## src/rtl/forwarding_unit.sv

```systemverilog
// ---------------------------------------------------------------------------
// forwarding_unit
//
// Operand-bypass selector for one register read port in the execute stage.
// The source register index is compared against the destination indices of
// the instructions in MEM and WB. The newest usable value is returned: the
// MEM result first, then the WB result, then the register-file read data.
// The selection is purely combinational. A registered copy of the select
// code is kept for debug and hazard logic.
//
// Optional build macro: FWD_STATS_EN
//   When defined, two saturating 16-bit counters are added. They count the
//   edges on which MEM or WB forwarding was selected.
//
// Parameters
//   REG_INDEX_BIT_WIDTH  width of register indices
//   bitwidth             width of data words
//   NOFWD_OPCODE         opcode whose result cannot be forwarded from its stage
//
// Ports
//   clk             in   system clock, all state is rising-edge
//   reset           in   synchronous active-high reset
//   reg_index       in   source register index of the operand
//   reg_data        in   register-file read value for reg_index
//   MEM_opcode      in   opcode of the instruction in MEM
//   MEM_index       in   destination index in MEM
//   MEM_data        in   result value in MEM
//   WB_opcode       in   opcode of the instruction in WB
//   WB_index        in   destination index in WB
//   WB_data         in   result value in WB
//   data_forwarded  out  selected operand (combinational)
//   fwd_src         out  select code: 00 reg, 01 MEM, 10 WB (combinational)
//   fwd_src_q       out  fwd_src registered on clk
//   mem_fwd_count   out  (FWD_STATS_EN only) count of MEM-forward edges
//   wb_fwd_count    out  (FWD_STATS_EN only) count of WB-forward edges
// ---------------------------------------------------------------------------
module forwarding_unit #(
  parameter int          REG_INDEX_BIT_WIDTH = 4,
  parameter int          bitwidth            = 32,
  parameter logic [3:0]  NOFWD_OPCODE        = 4'b1100
) (
  input  logic                           clk,
  input  logic                           reset,
  input  logic [REG_INDEX_BIT_WIDTH-1:0] reg_index,
  input  logic [bitwidth-1:0]            reg_data,
  input  logic [3:0]                     MEM_opcode,
  input  logic [REG_INDEX_BIT_WIDTH-1:0] MEM_index,
  input  logic [bitwidth-1:0]            MEM_data,
  input  logic [3:0]                     WB_opcode,
  input  logic [REG_INDEX_BIT_WIDTH-1:0] WB_index,
  input  logic [bitwidth-1:0]            WB_data,
  output logic [bitwidth-1:0]            data_forwarded,
  output logic [1:0]                     fwd_src,
  output logic [1:0]                     fwd_src_q
`ifdef FWD_STATS_EN
  ,
  output logic [15:0]                    mem_fwd_count,
  output logic [15:0]                    wb_fwd_count
`endif
);

  localparam logic [1:0] SRC_REG = 2'b00;
  localparam logic [1:0] SRC_MEM = 2'b01;
  localparam logic [1:0] SRC_WB  = 2'b10;

  logic memMatch;
  logic memHit;
  logic wbHit;
  logic wbBlocked;

  // A MEM instruction that writes our register but cannot forward still
  // makes the WB copy stale. In that case WB forwarding is blocked, and the
  // register-file value is used instead.
  assign memMatch  = (reg_index == MEM_index);
  assign memHit    = memMatch && (MEM_opcode != NOFWD_OPCODE);
  assign wbBlocked = memMatch && (MEM_opcode == NOFWD_OPCODE);
  assign wbHit     = (reg_index == WB_index) && (WB_opcode != NOFWD_OPCODE);

  // Priority select between MEM, WB and the register file. The outputs take
  // their register-file defaults first, so every path is fully specified.
  always_comb begin
    fwd_src        = SRC_REG;
    data_forwarded = reg_data;
    if (memHit) begin
      fwd_src        = SRC_MEM;
      data_forwarded = MEM_data;
    end else if (wbHit && !wbBlocked) begin
      fwd_src        = SRC_WB;
      data_forwarded = WB_data;
    end
  end

  // Registered copy of the select code. It lags fwd_src by one cycle, and
  // reset forces it back to the register-file code.
  always_ff @(posedge clk) begin
    if (reset) begin
      fwd_src_q <= SRC_REG;
    end else begin
      fwd_src_q <= fwd_src;
    end
  end

`ifdef FWD_STATS_EN
  logic [15:0] memCount_q;
  logic [15:0] memCount_d;
  logic [15:0] wbCount_q;
  logic [15:0] wbCount_d;

  // Next-state for the statistics counters. Each counter steps once per edge
  // on which its source is selected. Each one holds at all-ones rather than
  // wrapping.
  always_comb begin
    memCount_d = memCount_q;
    wbCount_d  = wbCount_q;
    if ((fwd_src == SRC_MEM) && (memCount_q != 16'hFFFF)) begin
      memCount_d = memCount_q + 16'd1;
    end
    if ((fwd_src == SRC_WB) && (wbCount_q != 16'hFFFF)) begin
      wbCount_d = wbCount_q + 16'd1;
    end
  end

  // Counter registers, cleared by reset.
  always_ff @(posedge clk) begin
    if (reset) begin
      memCount_q <= 16'd0;
      wbCount_q  <= 16'd0;
    end else begin
      memCount_q <= memCount_d;
      wbCount_q  <= wbCount_d;
    end
  end

  assign mem_fwd_count = memCount_q;
  assign wb_fwd_count  = wbCount_q;
`endif

endmodule

```

## config.mk

```make
export PLATFORM = sky130hd
export DESIGN_NAME = forwarding_unit
export DESIGN_NICKNAME = d
export VERILOG_FILES = /design/src/rtl/forwarding_unit.sv
export SDC_FILE = /design/constraint.sdc
export NUM_CORES = 1
export LEC_CHECK = 0
export BUFFER_PORTS_ARGS = -buffer_cell sky130_fd_sc_hd__buf_2
export CAP_MARGIN = 30
export CORE_MARGIN = 8
export CORE_UTILIZATION = 33
export DETAILED_ROUTE_END_ITERATION = 7
export PLACE_DENSITY = 0.94
export SLEW_MARGIN = 20
export SYNTH_ARGS = -nofsm -noshare
export SYNTH_HDL_FRONTEND = slang
export SYNTH_SLANG_ARGS = --single-unit
```

## constraint.sdc

```tcl
create_clock -name clk -period 2.1 [get_ports clk]
set_clock_uncertainty 0.2 [all_clocks]
set_input_delay 0.105 -clock clk [delete_from_list [all_inputs] [get_ports clk]]
set_output_delay 0.105 -clock clk [all_outputs]
set_load 0.03 [all_outputs]
```

* After elaboration in Yosys (flattened, before gate mapping) *
Index checks and enable logic that the tools add are counted.

operators by class
  reductions and logical operators = 5
  equal/unequal tests = 5
  mux-type cells = 4

operators with widths
  cell                  number
  $mux W32              2
  $eq A4 B4 Y1          2
  $ne A4 B4 Y1 const B  2
  $eq A4 B4 Y1 const B  1
  $logic_and A1 B1 Y1   4
  $mux W2               2
  $logic_not A1 Y1      1

storage, ports and cells
  output and inout port bits = 36
  flip-flop bits (word level) = 2
  input bits = 118
  word-level logic and storage cells = 15

* Depth between registers and ports, before layout *
  depth after elaboration = 6
  depth in mapped cells = 6
  gate-level depth less buffers = 4

* Worst setup path after synthesis *
No wires, ideal clock.

  kind = input -> output
  from = in MEM_index[0]
  to = out data_forwarded[21]
  path slack = 64 ps
  data required time = 1795 ps
  arrival time = 1731 ps
  path buffers = 2
  cell stages on the path = 6
  path through = xnor2_1 > and4_4 > buf_2 > buf_2 > a21oi_1 > a211oi_1

between the ends
  longest elaborated chain between the ends = 6
  elaborated cells on any way between the ends = 7
  those cells by class = eq/ne (1); mux (2); reduce/logical (4)

ends and longest elaborated chain
  item                 line  source
  start: declaration   47    input logic [REG_INDEX_BIT_WIDTH-1:0] MEM_index,
  $eq A4 B4 Y1 (*)     74    assign memMatch = (reg_index == MEM_index);
  $logic_and A1 B1 Y1  76    assign wbBlocked = memMatch && (MEM_opcode == NOFWD_OPCODE);
  $logic_not A1 Y1     87    end else if (wbHit && !wbBlocked) begin
  $logic_and A1 B1 Y1  87
  $mux W32             87
  $mux W32 (*)         84    if (memHit) begin
  end: declaration     52    output logic [bitwidth-1:0] data_forwarded,

Mark *: on every way between the ends. The rest lies on a longest branch, timed or not.

* Worst setup path after layout *
  from = in reg_index[0]
  to = out data_forwarded[21]

between the ends
  longest elaborated chain between the ends = 6
  elaborated cells on any way between the ends = 9
  those cells by class = eq/ne (2); mux (2); reduce/logical (5)

ends and longest elaborated chain
  item                 line  source
  start: declaration   44    input logic [REG_INDEX_BIT_WIDTH-1:0] reg_index,
  $eq A4 B4 Y1         74
  $logic_and A1 B1 Y1  76
  $logic_not A1 Y1     87
  $logic_and A1 B1 Y1  87
  $mux W32             87
  $mux W32 (*)         84

Marks and branches as above.

==> metrics.cfg <==
[synth]
ys_ff_latch = 2
syn_avg_cell_area_um2 = 6.81
synth_most_common_cell = nor3_1
yosys-top-cells-count = 33 x nor3_1, 32 x a21oi_1, 32 x nor4_1
synth.cell_area_um2 = 1220
synthesis.nets = 297
yosysSeqAreaShare_pct = 3.29
synth_edf_count = 0
synth_async_sr_flop_share_pct = 0
synthTopCellsByArea = a211oi_2 29%, nor4_1 16%, nor3_1 14%, a21oi_1 13%, clkbuf_1 6.2%
yosys.area.top_type_share_pct = 28.7
yosys.area.top_type = a211oi_2
synth_ff_type = dfxtp_1
syn-instance-count = 179
synth_cell_types = 20
yosysWarnings = 0

[sta]
max_freq_mhz = 489
grt_setup_unrepaired = no
setup_tns_ns = 0
slew_headroom_pct = 73.7
tightest_slew_ns = 0.391
period_share_pct = 97.4
min_period_ns = 2.04
maxSlewViolCount = 0
setup_violations = 0
timing.final.hold_violations = 0

[clock_network]
cts_buffer_depth = 2
root_buffer = clkbuf_8
post_cts_buffers = 0
clk_pin_slew_ns = 0.03
clock_sinks = 2
cts_buffers = 3
htree_num_levels = 1
cts_tree = done

[die]
die-height_um = 76.8
die-area_um2 = 5890
die_x_um = 76.8
core_um2 = 3610
rows = 22
io_pins = 154
initial_core_util_pct = 33.8

[final_layout]
drive_gt1_share_pct = 62.8
regMostFlops = fwd_src_q
largest_reg_flops = 2
final_cell_area_um2 = 2100
syn2layout_area_growth_pct = 72.3
nets = 440
ff_latch_area_um2 = 40.0
fillers = 339
num_antenna_cells = 0
multi_input_area_um2 = 1060
biggestRegsByFlops = fwd_src_q (2)

[global_route]
grt_pass1_vias = 2215
grt_pass1_wl_mm = 9.83
antenna_found_initial = 0
grt-ovfl-total = 0
track_usage_pct = 19.2
grt_max_degree = 33

[detailed_routing]
drc = 0
drt_wl_total_mm = 6.20
vias = 2086
dr.pass1.iters = 4
vias_per_cell = 5.67
drtAntennaViolNets = 0
drt_iter0_markers = 73
wire_per_inst_um = 16.8

[worst_setup_path]
critPathMaxFanout = 16
path_class = in -> out
startpoint_type = input port
cp_data_arrival_time_ns = 1.74
end_kind = primary output
worstPathRequired_ns = 1.79

[place]
dp_hpwl_mm = 4.84
placed_area_um2 = 2010
place_congestion = 0.825
io_buffers = 153

[power_and_ir_drop]
p_comb_share_pct = 77.0
power.switching_uw = 406
p_per_area_nw_per_um2 = 390
p_leak_nw = 0.947
pwr-share-seq_pct = 4.8
intPower_uw = 413
ir_worst_vdd_mv = 0.238
p_sw_share_pct = 49.6
p_clk_share_pct = 18.1

[flow_run]
cap_violations = 0

[hold_path]
min_path_type = in -> reg

[run_status]
outcome = finished clean

metal layers:
layer / GRT usage (%) / vias to the layer above / share of wire (%) / wire length, um
met2: 34.7 / 125 / 50 / 3100
met3: 7.46 / 16 / 10 / 632
li1: - / 1002 / - / -
met4: 7.12 / 0 / 2.7 / 167
met1: 19.3 / 943 / 37 / 2300
met5: 0 / - / 0 / 0
placed cells by master (no fill, tap or decap):
master / instances
nand4_1: 1
nand3_1: 2
a211oi_1: 2
nand2_1: 1
clkbuf_8: 3
buf_6: 2
buf_4: 15
xnor2_1: 8
inv_1: 1
a211oi_2: 30
and3_1: 1
buf_2: 146
a21oi_1: 32
clkbuf_4: 2
nor4_1: 32
and4_4: 1
o31ai_4: 1
dlygate4sd3_1: 1
nor2_1: 3
dfxtp_1: 2
nor3_1: 33
or3_2: 1
path summary, 6_finish.rpt:
check / from / endpoint / cells after the start
max: reg_index[0] / data_forwarded[21] / 7
min: MEM_opcode[3] / fwd_src_q[0] / 4
through the flow:
step | power, mW | worst slack, ns | hold slack, ns | std cells | util, %
after floorplan | 0.430 | 0.0642 | -0.0226 | 179 | -
after global placement | 0.642 | 0.0843 | 0.0779 | 364 | 55.8
after detailed placement | 0.655 | 0.0248 | 0.0854 | 364 | 55.8
after CTS | 0.811 | 0.0190 | 0.282 | 368 | 57.3
after global routing | 0.869 | 0.00110 | 0.330 | 368 | 58.2
final | 0.818 | 0.0552 | 0.307 | 368 | 58.2
power groups by stage:
| stage | logic [mW] | registers, mW | clock network (mW) |
|---|---|---|---|
| floorplan | 0.388 | 0.0424 | 0 |
| finish | 0.631 | 0.0396 | 0.148 |
| CTS | 0.618 | 0.0396 | 0.153 |
| global placement | 0.602 | 0.0401 | 0 |
| global route | 0.671 | 0.0397 | 0.159 |
| detailed placement | 0.615 | 0.0401 | 0 |
cells by family after synthesis:
logic type | share of synthesized area [%]
xor gates and xnor gates | 5.75
buffers and inverters | 11.5
and+or+nand+nor | 34.5
DFF | 3.29
AOI/OAI and AO/OA | 45.0
layout make-up:
type	instances	share of cell area, %
Timing Repair Buffer	166	42.4
Multi-Input combinational cell	148	50.7
Sequential cell	2	1.91
Tap cell	48	2.86
Inverter	1	0.179
Clock buffer	3	1.97
critical path, stage by stage:
cell,delay [ns]
buf_2,0.12
xnor2_1,0.14
and4_4,0.20
or3_2,0.51
buf_6,0.20
a211oi_1,0.25
buf_4,0.21
timing repair:
item	4_1_cts	5_1_grt
gates resized for setup	0	14
hold endpoints to repair	2	0
setup endpoints to repair	0	8
hold buffers	1	0
Note: power is estimated with default switching activity, not from simulation.
